--- config.mk ---
export PLATFORM = sky130hd
export DESIGN_NAME = mc_controller
export DESIGN_NICKNAME = d
export VERILOG_FILES = /design/src/rtl/mc_ctrl_pkg.sv /design/src/rtl/mc_mainfsm.sv /design/src/rtl/mc_controller.sv
export SDC_FILE = /design/constraint.sdc
export NUM_CORES = 1
export LEC_CHECK = 0
export BUFFER_PORTS_ARGS = -buffer_cell sky130_fd_sc_hd__buf_2
export CAP_MARGIN = 40
export CORE_AREA = 10 10 60 62
export CTS_CLUSTER_SIZE = 40
export DETAILED_ROUTE_END_ITERATION = 6
export DIE_AREA = 0 0 70 72
export PLACE_DENSITY_LB_ADDON = 0.1
export SLEW_MARGIN = 20
export SYNTH_ARGS = -nofsm -noshare
export SYNTH_HDL_FRONTEND = slang
export SYNTH_SLANG_ARGS = --single-unit
--- constraint.sdc ---
create_clock -name clk -period 2 [get_ports clk]
set_input_delay 0 -clock clk [delete_from_list [all_inputs] [get_ports clk]]
set_output_delay 0 -clock clk [all_outputs]
set_load 0.01 [all_outputs]
--- src/rtl/mc_ctrl_pkg.sv ---
// Shared types and encodings for the multicycle ARM control unit.
// The state enum, mux select codes and condition codes live here so the FSM and decode agree.
package mc_ctrl_pkg;

    typedef enum logic [3:0] {
        FETCH    = 4'd0,
        DECODE   = 4'd1,
        MEMADR   = 4'd2,
        MEMREAD  = 4'd3,
        MEMWB    = 4'd4,
        MEMWRITE = 4'd5,
        EXECUTER = 4'd6,
        EXECUTEI = 4'd7,
        ALUWB    = 4'd8,
        BRANCH   = 4'd9
    } mc_state_t;

    localparam logic [1:0] SRCA_A      = 2'b00;
    localparam logic [1:0] SRCA_PC     = 2'b01;
    localparam logic [1:0] SRCA_ALUOUT = 2'b10;

    localparam logic [1:0] SRCB_WD     = 2'b00;
    localparam logic [1:0] SRCB_IMM    = 2'b01;
    localparam logic [1:0] SRCB_FOUR   = 2'b10;

    localparam logic [1:0] RES_ALUOUT    = 2'b00;
    localparam logic [1:0] RES_DATA      = 2'b01;
    localparam logic [1:0] RES_ALURESULT = 2'b10;

    localparam logic [1:0] ALU_ADD = 2'b00;
    localparam logic [1:0] ALU_SUB = 2'b01;
    localparam logic [1:0] ALU_AND = 2'b10;
    localparam logic [1:0] ALU_ORR = 2'b11;

    localparam logic [3:0] COND_EQ = 4'b0000;
    localparam logic [3:0] COND_NE = 4'b0001;
    localparam logic [3:0] COND_CS = 4'b0010;
    localparam logic [3:0] COND_CC = 4'b0011;
    localparam logic [3:0] COND_MI = 4'b0100;
    localparam logic [3:0] COND_PL = 4'b0101;
    localparam logic [3:0] COND_VS = 4'b0110;
    localparam logic [3:0] COND_VC = 4'b0111;
    localparam logic [3:0] COND_HI = 4'b1000;
    localparam logic [3:0] COND_LS = 4'b1001;
    localparam logic [3:0] COND_GE = 4'b1010;
    localparam logic [3:0] COND_LT = 4'b1011;
    localparam logic [3:0] COND_GT = 4'b1100;
    localparam logic [3:0] COND_LE = 4'b1101;
    localparam logic [3:0] COND_AL = 4'b1110;
    localparam logic [3:0] COND_NV = 4'b1111;

    typedef struct packed {
        logic       nextpc;
        logic       irwrite;
        logic       adrsrc;
        logic [1:0] alusrca;
        logic [1:0] alusrcb;
        logic [1:0] resultsrc;
        logic       regw;
        logic       memw;
        logic       branch;
        logic       aluop;
    } ctrl_t;

    // Ungated control word for each state; anything not set stays 0.
    function automatic ctrl_t state_ctrl(mc_state_t s);
        ctrl_t c;
        c = '0;
        case (s)
            FETCH: begin
                c.irwrite   = 1'b1;
                c.nextpc    = 1'b1;
                c.alusrca   = SRCA_PC;
                c.alusrcb   = SRCB_FOUR;
                c.resultsrc = RES_ALURESULT;
            end
            DECODE: begin
                c.alusrca   = SRCA_PC;
                c.alusrcb   = SRCB_FOUR;
                c.resultsrc = RES_ALURESULT;
            end
            MEMADR: begin
                c.alusrca = SRCA_A;
                c.alusrcb = SRCB_IMM;
            end
            MEMREAD: begin
                c.adrsrc    = 1'b1;
                c.resultsrc = RES_ALUOUT;
            end
            MEMWB: begin
                c.resultsrc = RES_DATA;
                c.regw      = 1'b1;
            end
            MEMWRITE: begin
                c.adrsrc    = 1'b1;
                c.resultsrc = RES_ALUOUT;
                c.memw      = 1'b1;
            end
            EXECUTER: begin
                c.alusrcb = SRCB_WD;
                c.aluop   = 1'b1;
            end
            EXECUTEI: begin
                c.alusrcb = SRCB_IMM;
                c.aluop   = 1'b1;
            end
            ALUWB: begin
                c.resultsrc = RES_ALUOUT;
                c.regw      = 1'b1;
            end
            BRANCH: begin
                c.alusrca   = SRCA_ALUOUT;
                c.alusrcb   = SRCB_IMM;
                c.resultsrc = RES_ALURESULT;
                c.branch    = 1'b1;
            end
            default: c = '0;
        endcase
        return c;
    endfunction

endpackage

--- src/rtl/mc_mainfsm.sv ---
// Main sequencing FSM: state register, next-state logic and the per-state control word.
// Controls are registered from the next state, so they are a pure function of the current state.
module mc_mainfsm
    import mc_ctrl_pkg::*;
(
    input  logic       clk,
    input  logic       reset,
    input  logic [1:0] op,
    input  logic       funct5,
    input  logic       funct0,
    output logic [3:0] state,
    output logic       nextpc,
    output logic       irwrite,
    output logic       adrsrc,
    output logic [1:0] alusrca,
    output logic [1:0] alusrcb,
    output logic [1:0] resultsrc,
    output logic       regw,
    output logic       memw,
    output logic       branch,
    output logic       aluop
);

    mc_state_t state_q;
    mc_state_t state_d;
    ctrl_t     ctrl_q;

    always_comb begin
        state_d = state_q;
        case (state_q)
            FETCH:  state_d = DECODE;
            DECODE: begin
                case (op)
                    2'b01:   state_d = MEMADR;
                    2'b00:   state_d = funct5 ? EXECUTEI : EXECUTER;
                    2'b10:   state_d = BRANCH;
                    default: state_d = FETCH;
                endcase
            end
            MEMADR:   state_d = funct0 ? MEMREAD : MEMWRITE;
            MEMREAD:  state_d = MEMWB;
            EXECUTER: state_d = ALUWB;
            EXECUTEI: state_d = ALUWB;
            default:  state_d = FETCH;
        endcase
    end

    always_ff @(posedge clk or posedge reset) begin
        if (reset) begin
            state_q <= FETCH;
            ctrl_q  <= state_ctrl(FETCH);
        end else begin
            state_q <= state_d;
            ctrl_q  <= state_ctrl(state_d);
        end
    end

    assign state     = state_q;
    assign nextpc    = ctrl_q.nextpc;
    assign irwrite   = ctrl_q.irwrite;
    assign adrsrc    = ctrl_q.adrsrc;
    assign alusrca   = ctrl_q.alusrca;
    assign alusrcb   = ctrl_q.alusrcb;
    assign resultsrc = ctrl_q.resultsrc;
    assign regw      = ctrl_q.regw;
    assign memw      = ctrl_q.memw;
    assign branch    = ctrl_q.branch;
    assign aluop     = ctrl_q.aluop;

endmodule

--- src/rtl/mc_controller.sv ---
// Multicycle ARM controller: instruction decode, condition check, Flags and CondEx registers.
// Writes are gated by the condition latched at the end of DECODE, never by live ALU flags.
module mc_controller
    import mc_ctrl_pkg::*;
(
    input  logic        clk,
    input  logic        reset,
    input  logic [31:0] Instr,
    input  logic [3:0]  ALUFlags,
    output logic        PCWrite,
    output logic        MemWrite,
    output logic        RegWrite,
    output logic        IRWrite,
    output logic        AdrSrc,
    output logic [1:0]  RegSrc,
    output logic [1:0]  ALUSrcA,
    output logic [1:0]  ALUSrcB,
    output logic [1:0]  ResultSrc,
    output logic [1:0]  ImmSrc,
    output logic [1:0]  ALUControl,
    output logic [3:0]  state,
    output logic [3:0]  flags,
    output logic        condex_reg
);

    logic [3:0] cond;
    logic [1:0] op;
    logic [5:0] funct;
    logic [3:0] rd;
    logic       unused_instr;

    assign cond  = Instr[31:28];
    assign op    = Instr[27:26];
    assign funct = Instr[25:20];
    assign rd    = Instr[15:12];
    assign unused_instr = ^{Instr[19:16], Instr[11:0]};

    logic       nextpc, regw, memw, branch, aluop;
    logic [1:0] flagw;
    logic       condex;
    logic       condex_q;
    logic [3:0] flags_q;
    logic       pcs;

    mc_mainfsm u_fsm (
        .clk       (clk),
        .reset     (reset),
        .op        (op),
        .funct5    (funct[5]),
        .funct0    (funct[0]),
        .state     (state),
        .nextpc    (nextpc),
        .irwrite   (IRWrite),
        .adrsrc    (AdrSrc),
        .alusrca   (ALUSrcA),
        .alusrcb   (ALUSrcB),
        .resultsrc (ResultSrc),
        .regw      (regw),
        .memw      (memw),
        .branch    (branch),
        .aluop     (aluop)
    );

    assign ImmSrc = op;
    assign RegSrc = {(op == 2'b01) & ~funct[0], (op == 2'b10)};

    // Unknown data-processing codes fall back to ADD and leave the flags alone.
    always_comb begin
        ALUControl = ALU_ADD;
        flagw      = 2'b00;
        if (aluop) begin
            case (funct[4:1])
                4'b0100: begin ALUControl = ALU_ADD; flagw = {2{funct[0]}}; end
                4'b0010: begin ALUControl = ALU_SUB; flagw = {2{funct[0]}}; end
                4'b0000: begin ALUControl = ALU_AND; flagw = {funct[0], 1'b0}; end
                4'b1100: begin ALUControl = ALU_ORR; flagw = {funct[0], 1'b0}; end
                default: begin ALUControl = ALU_ADD; flagw = 2'b00; end
            endcase
        end
    end

    logic n, z, c, v;
    assign {n, z, c, v} = flags_q;

    always_comb begin
        condex = 1'b0;
        case (cond)
            COND_EQ: condex = z;
            COND_NE: condex = ~z;
            COND_CS: condex = c;
            COND_CC: condex = ~c;
            COND_MI: condex = n;
            COND_PL: condex = ~n;
            COND_VS: condex = v;
            COND_VC: condex = ~v;
            COND_HI: condex = c & ~z;
            COND_LS: condex = ~c | z;
            COND_GE: condex = (n == v);
            COND_LT: condex = (n != v);
            COND_GT: condex = ~z & (n == v);
            COND_LE: condex = z | (n != v);
            COND_AL: condex = 1'b1;
            default: condex = 1'b0;
        endcase
    end

    // aluop is only high in the execute states, so its edge is the one that ends them.
    always_ff @(posedge clk or posedge reset) begin
        if (reset) begin
            flags_q  <= 4'b0000;
            condex_q <= 1'b0;
        end else begin
            if (state == DECODE)
                condex_q <= condex;
            if (aluop && condex_q && flagw[1])
                flags_q[3:2] <= ALUFlags[3:2];
            if (aluop && condex_q && flagw[0])
                flags_q[1:0] <= ALUFlags[1:0];
        end
    end

    assign pcs      = ((rd == 4'hF) & regw) | branch;
    assign PCWrite  = (pcs & condex_q) | nextpc;
    assign RegWrite = regw & condex_q;
    assign MemWrite = memw & condex_q;

    assign flags      = flags_q;
    assign condex_reg = condex_q;

endmodule

==> metrics.md, run 1 <==
| Metric | Value |
|---|---|
| Status | complete, no violations |
| Crit. End Element | flop |
| Syn avg cell area | about 9.9 um2 |
| Antenna violations before repair | 0 |
| Worst setup endpoint | u_fsm.irwrite$_DFF_PP1_ |
| Total grt overflow | 0 |
| Slew at the pin closest to its max-slew limit | 0.7231 ns |
| Dpl hpwl | 2159 um |
| Clock power share | 14.1% |
| Internal power | just under 1 mW |
| Port bufs | 47 |
| Clock Latency Late Sink | between 0.2 and 0.3 ns |
| CP Data Arrival Time | 1.67 ns |
| Diodes inserted | 0 |
| Worst setup SP type | flop |
| FF-to-FF Start | u_fsm.state[2]$_DFF_PP0_ |
| Reg clk slew, reported paths | ~0.11 ns |
| Boundary Pins | 64 |
| Pre-CTS setup slack | between 0.5 and 0.6 ns |
| Setup ws final | ~0.56 ns |
| First-pass iteration count of the detailed router | 4 |
| Psw | 604.2 uW |
| DIE WIDTH | ~70 um |
| Clock sinks | 20 |
| Wire length per cell | roughly 15 um |
| Area delta synth->final | 30.32% |
| Sw Ratio | a little under two fifths |
| Die Y | 72 um |
| Async set-reset flop share out of synthesis | 100.0% |
| Routed Antenna Nets | 0 |
| Top FF cell, synth | dfrtp_1 |
| Layout net count | 199 |
| Clock Skews | 0.007521 ns |
| #FFs+latches synth | 20 |
| CP required | around 2.2 ns |
| Startpoint of the worst hold path | Instr[29] |
| Fmax | 692.1 MHz |
| Tot Pwr | 1.596 mW |
| Initial DRC count | 70 |
| Ys Warns | 0 |
| Initial Utilization | 44.44% |
| Post-CTS setup buffer count | 0 |
| Mapped Cells | approximately 110 |
| Util after Layout | 57.92% |
| Setup TNS | 0 ns |
| FF-to-FF setup slack | roughly 0.56 ns |
| Peak VDD IR | 738.0 uV |
| Cell area after synthesis | around 1100 um2 |
| Largest net degree at the start of global routing | 21 |
| CP Max Fanout | 8 |
| Kind of critical path | flop to flop |
| Unique masters post-synth | 40 |
| GP Congestion | 0.7746 |
| Die area | around 5000 um2 |
| Total Routing Usage GR | 10.52% |
| Final Slew Violations | 0 |
| Sequential-to-total area share from yosys stat | about 47% |
| Number of synthesized flops with an enable pin | 0 |
| FF-to-FF End | u_fsm.irwrite$_DFF_PP1_ |
| Crit. Startpoint | u_fsm.state[2]$_DFF_PP0_ |
| Tcrit/Tclk final | 72.24% |
| DRC Markers | 0 |
| Resize count post-CTS | 0 |
| Via density | 5.226 |
| Seq pwr share | 44.8% |
| Clock Path Buffers | 2 |
| First-pass GRT wire length | 4595 um |
| Post-Route WL | 2769 um |
| Worst slew margin | between 50% and 60% |
| RSZ-0062 raised after global routing | no |
| CTS root buffer | clkbuf_4 |
| CTS H-tree depth | 1 |
| Fraction of layout cells with a size suffix above 1 | 36.88% |
| Lkg Pwr | 0.7194 nW |
| Hold Vio Cnt, Final | 0 |
| Hold Path Class | input pin to flop |
| Max Cap Violations | 0 |
| Power per cell area | about 1100 nW/um2 |
| Vias post-DR | 993 |
| Worst Reg-to-Reg Cells | 5 |
| Hold buffers post-CTS | 8 |
| Syn nets | ~150 |
| CTS tree | done |
| Total CTS buffers | 3 |
| Gate power share | between 40 and 50% |
| Number of global-route vias before repair | 1035 |
| Finish-stage setup viols | 0 |
| Core region area | 2432 um2 |
| Rows | 18 |
| Final worst path period need | 1.445 ns |
power groups by stage:
| stage | Clock [mW] | Combinational (mW) | Sequential [mW] |
|---|---|---|---|
| after floorplan | 0 | 0.416 | 0.727 |
| after global placement | 0 | 0.648 | 0.720 |
| after detailed placement | 0 | 0.654 | 0.727 |
| after CTS | 0.233 | 0.671 | 0.719 |
| after global routing | 0.249 | 0.734 | 0.746 |
| final | 0.224 | 0.656 | 0.716 |
through the flow:
step           cell area [um2]  hold WS, ns  instances
2_1_floorplan             1081     -0.03839        109
3_3_place_gp              1292       0.1595        178
3_5_place_dp              1292       0.1620        178
4_1_cts                   1409      0.03713        190
5_1_grt                   1409      0.05142        190
6_report                  1409      0.05182        190
how the worst min path moves through the flow:
stage                                         to  slack, ns  cells past startpoint
after global routing      condex_reg$_DFFE_PP0P_       0.05                      3
final                     condex_reg$_DFFE_PP0P_       0.05                      3
after floorplan           condex_reg$_DFFE_PP0P_      -0.04                      1
after detailed placement    flags[3]$_DFFE_PP0P_       0.16                      2
after CTS                 condex_reg$_DFFE_PP0P_       0.04                      3
after global placement      flags[3]$_DFFE_PP0P_       0.16                      2
layer usage:
layer,GRT usage [%],routed length [um],share of wire (%),vias to the layer above
li1,-,-,-,486
met1,11.25,1095,40,475
met2,19.54,1469,53,30
met3,3.401,186,6.7,2
met4,2.632,17,0.61,0
met5,0,0,0,-
cell families (layout without fill, tap and decap cells):
group | Yosys count | in the layout | share of synthesized area (%)
AO/OA/AOI/OAI | 24 | 24 | 14.82
XOR/XNOR | 4 | 4 | 3.241
buffers and inverters | 10 | 61 | 6.365
flip-flops | 20 | 20 | 46.64
multiplexers | 5 | 5 | 4.977
AND/OR/NAND/NOR | 46 | 46 | 23.96
critical path, stage by stage, from the launching register on:
cell and delay [ns]:
dfrtp_1 0.48, nand2b_1 0.24, nor4_2 0.31, o21ai_1 0.16, o31ai_1 0.12, nor2b_1 0.08
placed cells by master, fill, tap and decap left out, types with 4 or more instances in the layout:
master	Yosys	final
buf_2	1	47
dfrtp_1	17	17
nor2_1	11	11
dlygate4sd3_1	0	8
nor2b_1	6	6
nor3_1	5	5
nand2_1	5	5
nand2b_1	4	4
a21oi_1	4	4
and2_1	4	4
synth_stat cells (all sizes together) (2+ instances only):
cell type	instances	area, um2
a21oi	4	20.02
a22oi	2	15.01
a31oi	2	12.51
and2	4	25.02
and3	2	12.51
buf	7	57.55
dfrtp	17	425.4
dfstp	3	78.83
inv	2	7.510
mux2	3	33.78
mux2i	2	20.02
nand2	5	18.77
nand2b	4	25.02
nor2	11	41.29
nor2b	6	37.54
nor3	5	25.02
nor3b	2	15.01
o21ai	5	25.02
o21bai	3	22.52
xnor2	3	26.28
cell type report:
cell class                      instances  area, um2
Fill cell                             233       1023
Multi-Input combinational cell         79      508.0
Sequential cell                        20      504.2
Timing Repair Buffer                   55      315.3
Tap cell                               30      37.54
Clock buffer                            4      36.28
Inverter                                2      7.507
(Power assumes the default switching activity.)
==> run 2: changes to the inputs <==
--- a/config.mk
+++ b/config.mk
@@ -7,10 +7,10 @@
 export LEC_CHECK = 0
 export BUFFER_PORTS_ARGS = -buffer_cell sky130_fd_sc_hd__buf_2
 export CAP_MARGIN = 40
-export CORE_AREA = 10 10 60 62
+export CORE_AREA = 10 10 65 67
 export CTS_CLUSTER_SIZE = 40
 export DETAILED_ROUTE_END_ITERATION = 6
-export DIE_AREA = 0 0 70 72
+export DIE_AREA = 0 0 75 77
 export PLACE_DENSITY_LB_ADDON = 0.1
 export SLEW_MARGIN = 20
 export SYNTH_ARGS = -nofsm -noshare
==> constraint.sdc (replaced) <==
create_clock -name clk -period 1.2 [get_ports clk]
set_input_delay 0 -clock clk [delete_from_list [all_inputs] [get_ports clk]]
set_output_delay 0 -clock clk [all_outputs]
set_load 0.01 [all_outputs]
==> metrics.md, run 2 (same netlist as run 1, synthesis figures left out) <==
| Metric | Value |
|---|---|
| Max Cap Violations | 0 |
| Reg clk slew, reported paths | between 0.1 and 0.15 ns |
| Crit. End Element | flop |
| CTS root buffer | clkbuf_4 |
| Lkg Pwr | slightly above 0.8 nW |
| Slew at the pin closest to its max-slew limit | 0.3098 ns |
| Initial DRC count | 75 |
| Area of the multi-input gates | a little over 600 um2 |
| First-pass GRT wire length | around 5300 um |
| Clock Path Buffers | 2 |
| CTS H-tree depth | 1 |
| Diodes inserted | 0 |
| DRC Markers | 0 |
| Antenna violations before repair | 0 |
| Kind of critical path | flop to flop |
| Setup ws final | -0.1092 ns |
| Commonest cells after routing, fill and taps aside | buf_2 (45), buf_4 (18), dfrtp_1 (14) |
| Worst setup SP type | flop |
| Post-Route WL | 3235 um |
| Clock sinks | 20 |
| Final Slew Violations | 0 |
| CTS tree | done |
| Port bufs | 47 |
| Total grt overflow | 0 |
| Final non-filler cell total | 211 |
| Clock Skews | between 0.003 and 0.004 ns |
| Hold Vio Cnt, Final | 0 |
| Initial Utilization | 36.30% |
| Die area | around 5800 um2 |
| Failing checks | negative setup slack |
| Tot Pwr | 3.234 mW |
| CP required | roughly 1.4 ns |
| Largest net degree at the start of global routing | 21 |
| Hold Path Class | input pin to flop |
| DIE WIDTH | 75 um |
| Pre-CTS setup slack | -0.07507 ns |
| Core region area | 2978 um2 |
| Vias post-DR | between 1000 and 1500 |
| CP Data Arrival Time | 1.54 ns |
| Power per cell area | 1961 nW/um2 |
| Storage element area | just over 500 um2 |
| Total CTS buffers | 3 |
| Routed Antenna Nets | 0 |
| RSZ-0062 raised after global routing | yes |
| Boundary Pins | 64 |
| Tcrit/Tclk final | 109.1% |
| CP Max Fanout | 3 |
| Layout net count | about 220 |
| First-pass iteration count of the detailed router | 4 |
| Via density | about 5 |
| GP Congestion | 0.8631 |
| Commonest non-fill, non-tap cell in the layout | buf_2 |
| Area delta synth->final | 52.55% |
| Worst slew margin | 79.27% |
| Fmax | between 700 and 800 MHz |
| Finish-stage setup viols | 2 |
| Placed Cells incl. Taps | 196 |
| Number of global-route vias before repair | 1145 |
| Final worst path period need | 1.309 ns |
| Rows | 20 |
| Fraction of layout cells with a size suffix above 1 | 51.69% |
| Die Y | 77 um |
| Wire length per cell | 15.33 um |
| Status | finished with violations |
| Fillers | 289 |
| Peak VDD IR | 1049 uV |
| Total Routing Usage GR | 11.71% |
| Dpl hpwl | 2456 um |
| Clock Latency Late Sink | roughly 0.30 ns |
run 2: changes by cell type in the layout (fill, tap and decap cells not counted), moves of 2 or more:
cell     delta
buf_2       -2
buf_4      +18
buf_6       +2
dfrtp_1     -3
dfrtp_2     +3
o21ai_0     -3
o21ai_2     +3
run 2: cell type report:
cell class                 instances  area share (%)
clock buffer                       4           1.593
timing repair buffer              73           28.07
sequential                        20           30.80
tap                               33           2.504
inverter                           2          0.4552
multi-input combinational         79           36.57
run 2: final timing paths:
check | startpoint | end | slack [ns] | depth (start not counted)
min in group asynchronous | reset | u_fsm.branch$_DFF_PP0_ | 0.25 | 4
hold reg to reg | u_fsm.state[0]$_DFF_PP0_ | u_fsm.adrsrc$_DFF_PP0_ | 0.56 | 1
setup reg to reg | flags[0]$_DFFE_PP0P_ | condex_reg$_DFFE_PP0P_ | -0.11 | 5
max in group asynchronous | reset | u_fsm.resultsrc[1]$_DFF_PP1_ | 0.68 | 4
hold / removal | Instr[29] | condex_reg$_DFFE_PP0P_ | 0.02 | 3
setup / recovery | flags[0]$_DFFE_PP0P_ | condex_reg$_DFFE_PP0P_ | -0.11 | 5
run 2: through the flow:
stage          cell area, um2  hold slack, ns  utilization (%)  setup TNS [ns]
6_report                 1649         0.02023            55.38         -0.1567
5_1_grt                  1649         0.02076            55.38         -0.5660
4_1_cts                  1588         0.01194            53.32         -0.1545
3_5_place_dp             1423         0.04262            47.77         -0.3031
3_3_place_gp             1423         0.04340            47.77         -0.1813
2_1_floorplan            1105        -0.03846                -         -0.1357
run 2: worst max-delay path, stage by stage, from the launching register on:
cell	delay (ns)
dfrtp_1	0.43
or3b_1	0.36
o21ai_1	0.09
a31oi_1	0.09
o311a_1	0.12
a31oi_1	0.15
run 2: timing repair:
item                       4_1_cts  5_1_grt
hold buffers                     8        0
setup buffers                    2        1
hold endpoints to repair        30        0
gates resized for setup         10       14
pin swaps                        4        2
setup endpoints to repair       10       13
run 2: where the power goes:
part	total [mW]	internal [mW]	switching, mW
Combinational	1.74	0.937	0.801
Sequential	1.16	0.946	0.214
Clock	0.336	0.129	0.206
run 2: routing by layer:
layer	global-route usage, %	wire (um)	vias to the layer above
met5	0	0	-
met4	3.977	20	0
met3	4.891	265	2
met2	19.74	1641	28
met1	12.59	1308	506
li1	-	-	519
